### config.mk
export PLATFORM = sky130hd
export DESIGN_NAME = regfile_sequencer
export DESIGN_NICKNAME = d
export VERILOG_FILES = /design/src/rtl/regfile_sequencer.sv
export SDC_FILE = /design/constraint.sdc
export NUM_CORES = 1
export LEC_CHECK = 0
export BUFFER_PORTS_ARGS = -buffer_cell sky130_fd_sc_hd__clkbuf_2
export CAP_MARGIN = 30
export CORE_MARGIN = 2
export CORE_UTILIZATION = 56
export CTS_CLUSTER_DIAMETER = 200
export DETAILED_ROUTE_END_ITERATION = 7
export GPL_TIMING_DRIVEN = 1
export PLACE_DENSITY = 0.84
export SYNTH_ARGS = -nofsm -noshare
export SYNTH_HDL_FRONTEND = slang
export SYNTH_SLANG_ARGS = --single-unit
### constraint.sdc
create_clock -name clk -period 3.6 [get_ports clk]
set_input_delay 0.36 -clock clk [delete_from_list [all_inputs] [get_ports clk]]
set_output_delay 0.36 -clock clk [all_outputs]
set_load 0.05 [all_outputs]
### src/rtl/regfile_sequencer.sv
// rtl/regfile_sequencer.sv - multi-cycle register file control sequencer
// Sequences decode, register read, ALU/memory wait and writeback for one instruction at a time.
module regfile_sequencer #(
  parameter int TIMEOUT = 16,
  parameter int CNT_W   = 16
) (
  input  logic             clk,
  input  logic             rst,
  input  logic             instr_valid,
  input  logic [31:0]      instr,
  output logic             instr_ready,
  output logic [4:0]       rf_addr1,
  output logic [4:0]       rf_addr2,
  output logic [4:0]       rf_addr3,
  output logic [3:0]       rf_en,
  output logic             rf_enw,
  output logic             alu_start,
  input  logic             alu_done,
  input  logic             mem_ack,
  output logic             busy,
  output logic             err,
  output logic [CNT_W-1:0] retired
);

  localparam int TW = $clog2(TIMEOUT + 1);

  typedef enum logic [2:0] {
    IDLE,
    DECODE,
    READ,
    EXEC,
    WAIT,
    WB
  } state_t;

  state_t        state;
  state_t        state_nx;
  logic [20:0]   instr_q;
  logic [3:0]    cls_q;
  logic [TW-1:0] cnt;
  logic [3:0]    dec_cls;
  logic [4:0]    dec_dest;
  logic          done_in;
  logic          timed_out;
  logic          unused_bits;

  // Only opcode and register fields are kept; the immediate/funct bits are not needed here.
  assign unused_bits = ^instr[10:0];

  always_comb begin
    dec_cls  = 4'b0000;
    dec_dest = 5'd0;
    casez (instr_q[20:15])
      6'b000000: begin dec_cls = 4'b0001; dec_dest = instr_q[4:0];  end
      6'b001???: begin dec_cls = 4'b0010; dec_dest = instr_q[9:5];  end
      6'b100011: begin dec_cls = 4'b0100; dec_dest = instr_q[9:5];  end
      6'b101011: begin dec_cls = 4'b1000; dec_dest = 5'd0;          end
      default:   begin dec_cls = 4'b0000; dec_dest = 5'd0;          end
    endcase
  end

  // Memory classes complete on mem_ack, ALU classes on alu_done; the other input is ignored.
  assign done_in   = (cls_q[2] | cls_q[3]) ? mem_ack : alu_done;
  assign timed_out = (cnt == TW'(TIMEOUT - 1));

  always_ff @(posedge clk) begin
    if (rst) begin
      state <= IDLE;
    end else begin
      state <= state_nx;
    end
  end

  always_comb begin
    state_nx    = state;
    instr_ready = 1'b0;
    busy        = 1'b1;
    alu_start   = 1'b0;
    rf_enw      = 1'b0;
    rf_en       = 4'b0000;
    case (state)
      IDLE: begin
        instr_ready = 1'b1;
        busy        = 1'b0;
        if (instr_valid) state_nx = DECODE;
      end
      DECODE: state_nx = (dec_cls == 4'b0000) ? IDLE : READ;
      READ: begin
        rf_en    = cls_q;
        state_nx = EXEC;
      end
      EXEC: begin
        rf_en     = cls_q;
        alu_start = 1'b1;
        state_nx  = WAIT;
      end
      WAIT: begin
        rf_en = cls_q;
        if (done_in)        state_nx = cls_q[3] ? IDLE : WB;
        else if (timed_out) state_nx = IDLE;
      end
      WB: begin
        rf_en    = cls_q;
        rf_enw   = (rf_addr3 != 5'd0);
        state_nx = IDLE;
      end
      default: state_nx = IDLE;
    endcase
  end

  always_ff @(posedge clk) begin
    if (rst) begin
      instr_q  <= '0;
      cls_q    <= 4'b0000;
      rf_addr1 <= 5'd0;
      rf_addr2 <= 5'd0;
      rf_addr3 <= 5'd0;
      cnt      <= '0;
      err      <= 1'b0;
      retired  <= '0;
    end else begin
      case (state)
        IDLE: begin
          if (instr_valid) begin
            instr_q <= instr[31:11];
            err     <= 1'b0;
          end
        end
        DECODE: begin
          cls_q    <= dec_cls;
          rf_addr1 <= instr_q[14:10];
          rf_addr2 <= instr_q[9:5];
          rf_addr3 <= dec_dest;
          if (dec_cls == 4'b0000) err <= 1'b1;
        end
        EXEC: cnt <= '0;
        WAIT: begin
          if (done_in) begin
            if (cls_q[3]) retired <= retired + 1'b1;
          end else if (timed_out) begin
            err <= 1'b1;
          end else begin
            cnt <= cnt + 1'b1;
          end
        end
        WB: retired <= retired + 1'b1;
        default: ;
      endcase
    end
  end

endmodule

Word level (Yosys, flattened, before mapping). Cells that the tools add are included.

Input port bits: 37. Word-level logic and storage cells: 68. Register bits: 65. Output and inout port bits: 40.

Add/subtract/negate cells: 2. Multiplexer cells: 25. Reduce and logical (&&, ||, !) cells: 14. Equal/unequal tests: 17. Bitwise operators: 1.

Operators by type and width (number): $mux W16 (2); $pmux W16 S2 (1); $pmux W5 S2 (2); $add A16 B1 Y16 const B (1); $pmux W4 S4 (1); $pmux W3 S5 (1); $ne A2 B2 Y1 const B (7); $eq A6 B6 Y1 const B (2); $mux W3 (4); $mux W5 (2); $mux W1 (9); $eq A3 B1 Y1 const B (2); $eq A3 B2 Y1 const B (2); $eq A3 B3 Y1 const B (2); $logic_not A6 Y1 (1); $reduce_and A3 Y1 (2); $add A5 B1 Y5 const B (1); $eq A5 B4 Y1 const B (1); $reduce_and A5 Y1 (1); $reduce_bool A5 Y1 (1); $logic_not A4 Y1 (1); $mux W4 (1); $reduce_and A2 Y1 (2); $reduce_bool A2 Y1 (2); 8 further kinds (8).

Logic depth before layout (Yosys ltp).
Word-level depth: 5. Depth in mapped cells: 7. Mapped depth without buffers: 7.

Least setup slack after synthesis. Ideal clock, no wire load.

Path kind: reg2out. From: register state[0]. To: output busy. Stages on the path, launching flop included: 4. Arrival: 2268 ps. Path slack: 972 ps. Required time: 3240 ps. Buffers on the path: 1. Cell sequence: dfxtp_1 > buf_4 > nor3_1 > inv_1.

Longest elaborated chain between the ends: 2.

RTL lines: from (decl) (RTL line 36) `state_t state;`; from (signal assigned) (RTL line 70) `state <= state_nx;`; $logic_not A3 Y1 (RTL line 81) `case (state)`; $mux W1 (RTL line 81); to (decl) (RTL line 20) `output logic busy,`.

No other way between the ends.

Worst setup path in the final report.
From: register state[1]. To: output rf_en[3].

Longest elaborated chain between the ends: 3. Elaborated cells on any way between the ends: 6. Those cells by class: eq/ne: 4; mux: 1; reduce/logical: 1.

RTL lines: $eq A3 B3 Y1 or $eq A3 B2 Y1 (tied branches) (RTL line 81); $reduce_or A4 Y1 (no line) (*); $mux W4 (*) (RTL line 81); to (decl) (RTL line 15) `output logic [3:0] rf_en,`.

Every way passes the cells marked *; elsewhere a longest branch is shown, timed or not.

==> out/qor.yml <==
synth_top_area_share_pct: 45.8
synthArstFlopShare_pct: 0
synth.most_common_cell: "nand2_1"
postRouteAntennaNets: 0
syn2layout_area_growth_pct: 17.5
grt_pass1_vias: 2353
nFillCells: 419
fin_area_um2: 3340
drt-vias-per-instance: 5.64
power_frac_clock_pct: 35.0
power_switching_mw: 0.455
drv_cap: 0
cts_sinks: 65
finalPower_mw: 1.54
whs_path_depth: 3
synth_area_leaders: "dfxtp_1 (46%), nand2_1 (9.5%), a21oi_1 (9.0%)"
initialDrtViolationCount: 155
arrival_ps: 1820
rsz0062_at_grt: "false"
cts_resized: 0
cts_tree: "done"
min_period_ps: 2180
synth-edff-count: 0
critPathMaxFanout: 17
hold_class: "in -> reg"
multi_input_area_um2: 1440
combPwrFrac_pct: 14.0
maxSlewHeadroom_pct: 53.1
clockBufferDepth: 2
pin_count: 77
port-buffer-count: 65
r2r_cells: 7
pwr-share-seq_pct: 51.0
cts.clk_slew.worst_paths_ps: 70
dp_hpwl_um: 4450
synth_area_um2: 2840
leakagePower_nw: 1.37
drt-pass1-iter-count: 4
setup_violations: 0
ctsHoldBuffers: 0
cts_root_buffer: "clkbuf_8"
clk_latency_ps: 350
yosysTopAreaCell: "dfxtp_1"
fmax_mhz: 460
start_util_pct: 59.0
max_slew.worst_pin.slew_ps: 703
outcome: "finished clean"
track_usage_pct: 23.9
drive_gt1_share_pct: 22.1
crit_path_end_kind: "output pin"
design.core.area_um2: 4820
internal-power_mw: 1.08
vias: 2679
grt-ovfl-total: 0
seq_area_um2: 1300
tns_ps: 0
yosys_register_bits: 65
cp-start-kind: "flop"
fin_crit_sh_pct: 60.4
crit_required_ps: 3240
antenna_found_initial: 0
wirelength_um: 6340
yosysWarnings: 0
hold_viol_final: 0
num_antenna_cells: 0
synth_cells: 345
switching_share_pct: 29.6
chipWidth_um: 75.3
gp_routability_congestion: 0.846
ys_seq_area_share_pct: 45.8
crit_type: "reg -> out"
r2r_slack_ps: 1510
drv_slew: 0
synth_cell_types: 52
drc_errors: 0
dieArea_um2: 5660
synthFlopType: "dfxtp_1"
synthTopCellsByCount: "nand2_1 (72), dfxtp_1 (65), a21oi_1 (51), nor2_1 (22)"
avgRoutedWirePerCell_um: 13.3
fin_skew_ps: 5.55
die-height_um: 75.3
p_per_area_nw_per_um2: 460
ir_worst_vdd_mv: 0.312
grt_max_degree: 47
grt_pass1_wl_um: 10300
dpl-instance-area_um2: 3170
postCtsSetupRepairBufs: 0
fin_nets: 444
syn-num-nets: 385
cts-buffers-inserted: 9
synth.avg_cell_area_um2: 8.24
num_rows: 25
cts_max_level: 3
per-layer routing:
layer  vias up  routed length (um)  global-route usage, %
li1       1338                   -                      -
met1      1254                2800                   29.9
met2        70                3030                   37.4
met3        17                 311                   4.82
met4         0                 187                   15.4
met5         -                   0                      0
final cells by class:
| cell class | count | share of cell area [%] |
|---|---|---|
| multi-input cells | 258 | 42.9 |
| flip-flops and latches | 65 | 38.9 |
| repair buffers | 67 | 10.2 |
| clock buffers | 10 | 4.12 |
| well taps | 67 | 2.51 |
| clock inverters | 5 | 0.973 |
| inverters | 3 | 0.337 |
cells by family (layout without fill, tap and decap cells):
kind of cell | Yosys count | count (layout) | synth area share (%)
AO/OA/AOI/OAI | 79 | 79 | 16.1
buffers and inverters | 22 | 85 | 3.78
adder cells (fa/ha/maj) | 3 | 3 | 1.32
AND/OR/NAND/NOR | 165 | 165 | 29.6
flip-flops | 65 | 65 | 45.8
XOR/XNOR | 10 | 10 | 3.08
multiplexers | 1 | 1 | 0.352
sequential cells by signal (all words and copies together) (netlist names):
| name | flops |
|---|---|
| err | 1 |
| cnt | 5 |
| rf_addr2 | 5 |
| state | 3 |
| instr_q | 21 |
| rf_addr1 | 5 |
| retired | 16 |
| rf_addr3 | 5 |
| cls_q | 4 |
final timing paths:
kind / start / to
min reg2reg: instr_q[10] / instr_q[10]
max reg2reg: cnt[0] / cnt[4]
max: state[1] / rf_en[3]
min: instr[21] / instr_q[10]
critical path, cell delays in order, from the launching register on:
cell and delay, ps:
dfxtp_1 660, xor2_1 320, and2_1 200, clkbuf_2 280
power by group through the flow:
stage / combinational (mW) / sequential (mW) / clock (mW)
4_1_cts: 0.216 / 0.782 / 0.545
3_3_place_gp: 0.211 / 0.796 / 0
5_1_grt: 0.237 / 0.787 / 0.583
3_5_place_dp: 0.215 / 0.799 / 0
2_1_floorplan: 0.141 / 0.821 / 0
6_report: 0.215 / 0.783 / 0.538
metrics by stage:
| stage | util, % | cells | hold slack, ps | setup slack (ps) |
|---|---|---|---|---|
| finish | 69.4 | 475 | 223 | 1420 |
| global route | 69.4 | 475 | 236 | 1340 |
| detailed placement | 65.8 | 460 | 447 | 1520 |
| CTS | 69.4 | 475 | 217 | 1440 |
| global placement | 65.7 | 459 | 437 | 1550 |
| floorplan | - | 345 | 432 | 972 |
cell usage in the layout, fill, tap and decap left out, types with 3 or more instances in the layout:
master    netlist  final
nand2b_1        4      4
or4_1           4      4
ha_1            3      3
dfxtp_1        65     65
and2_1          5      5
a221oi_1        5      5
or3_1           7      7
xnor2_1         6      6
xor2_1          4      4
nor3_1         10     10
inv_1           3      3
nand4_1         6      6
nor4_1          3      3
nand3_1         9      9
a21oi_1        51     51
nand2_1        72     72
clkbuf_2        0     65
nor2_1         22     22
o21ai_0        10     10
clkinv_2        0      3
clkbuf_8        0     10
Power figures use the tool's default switching activity.
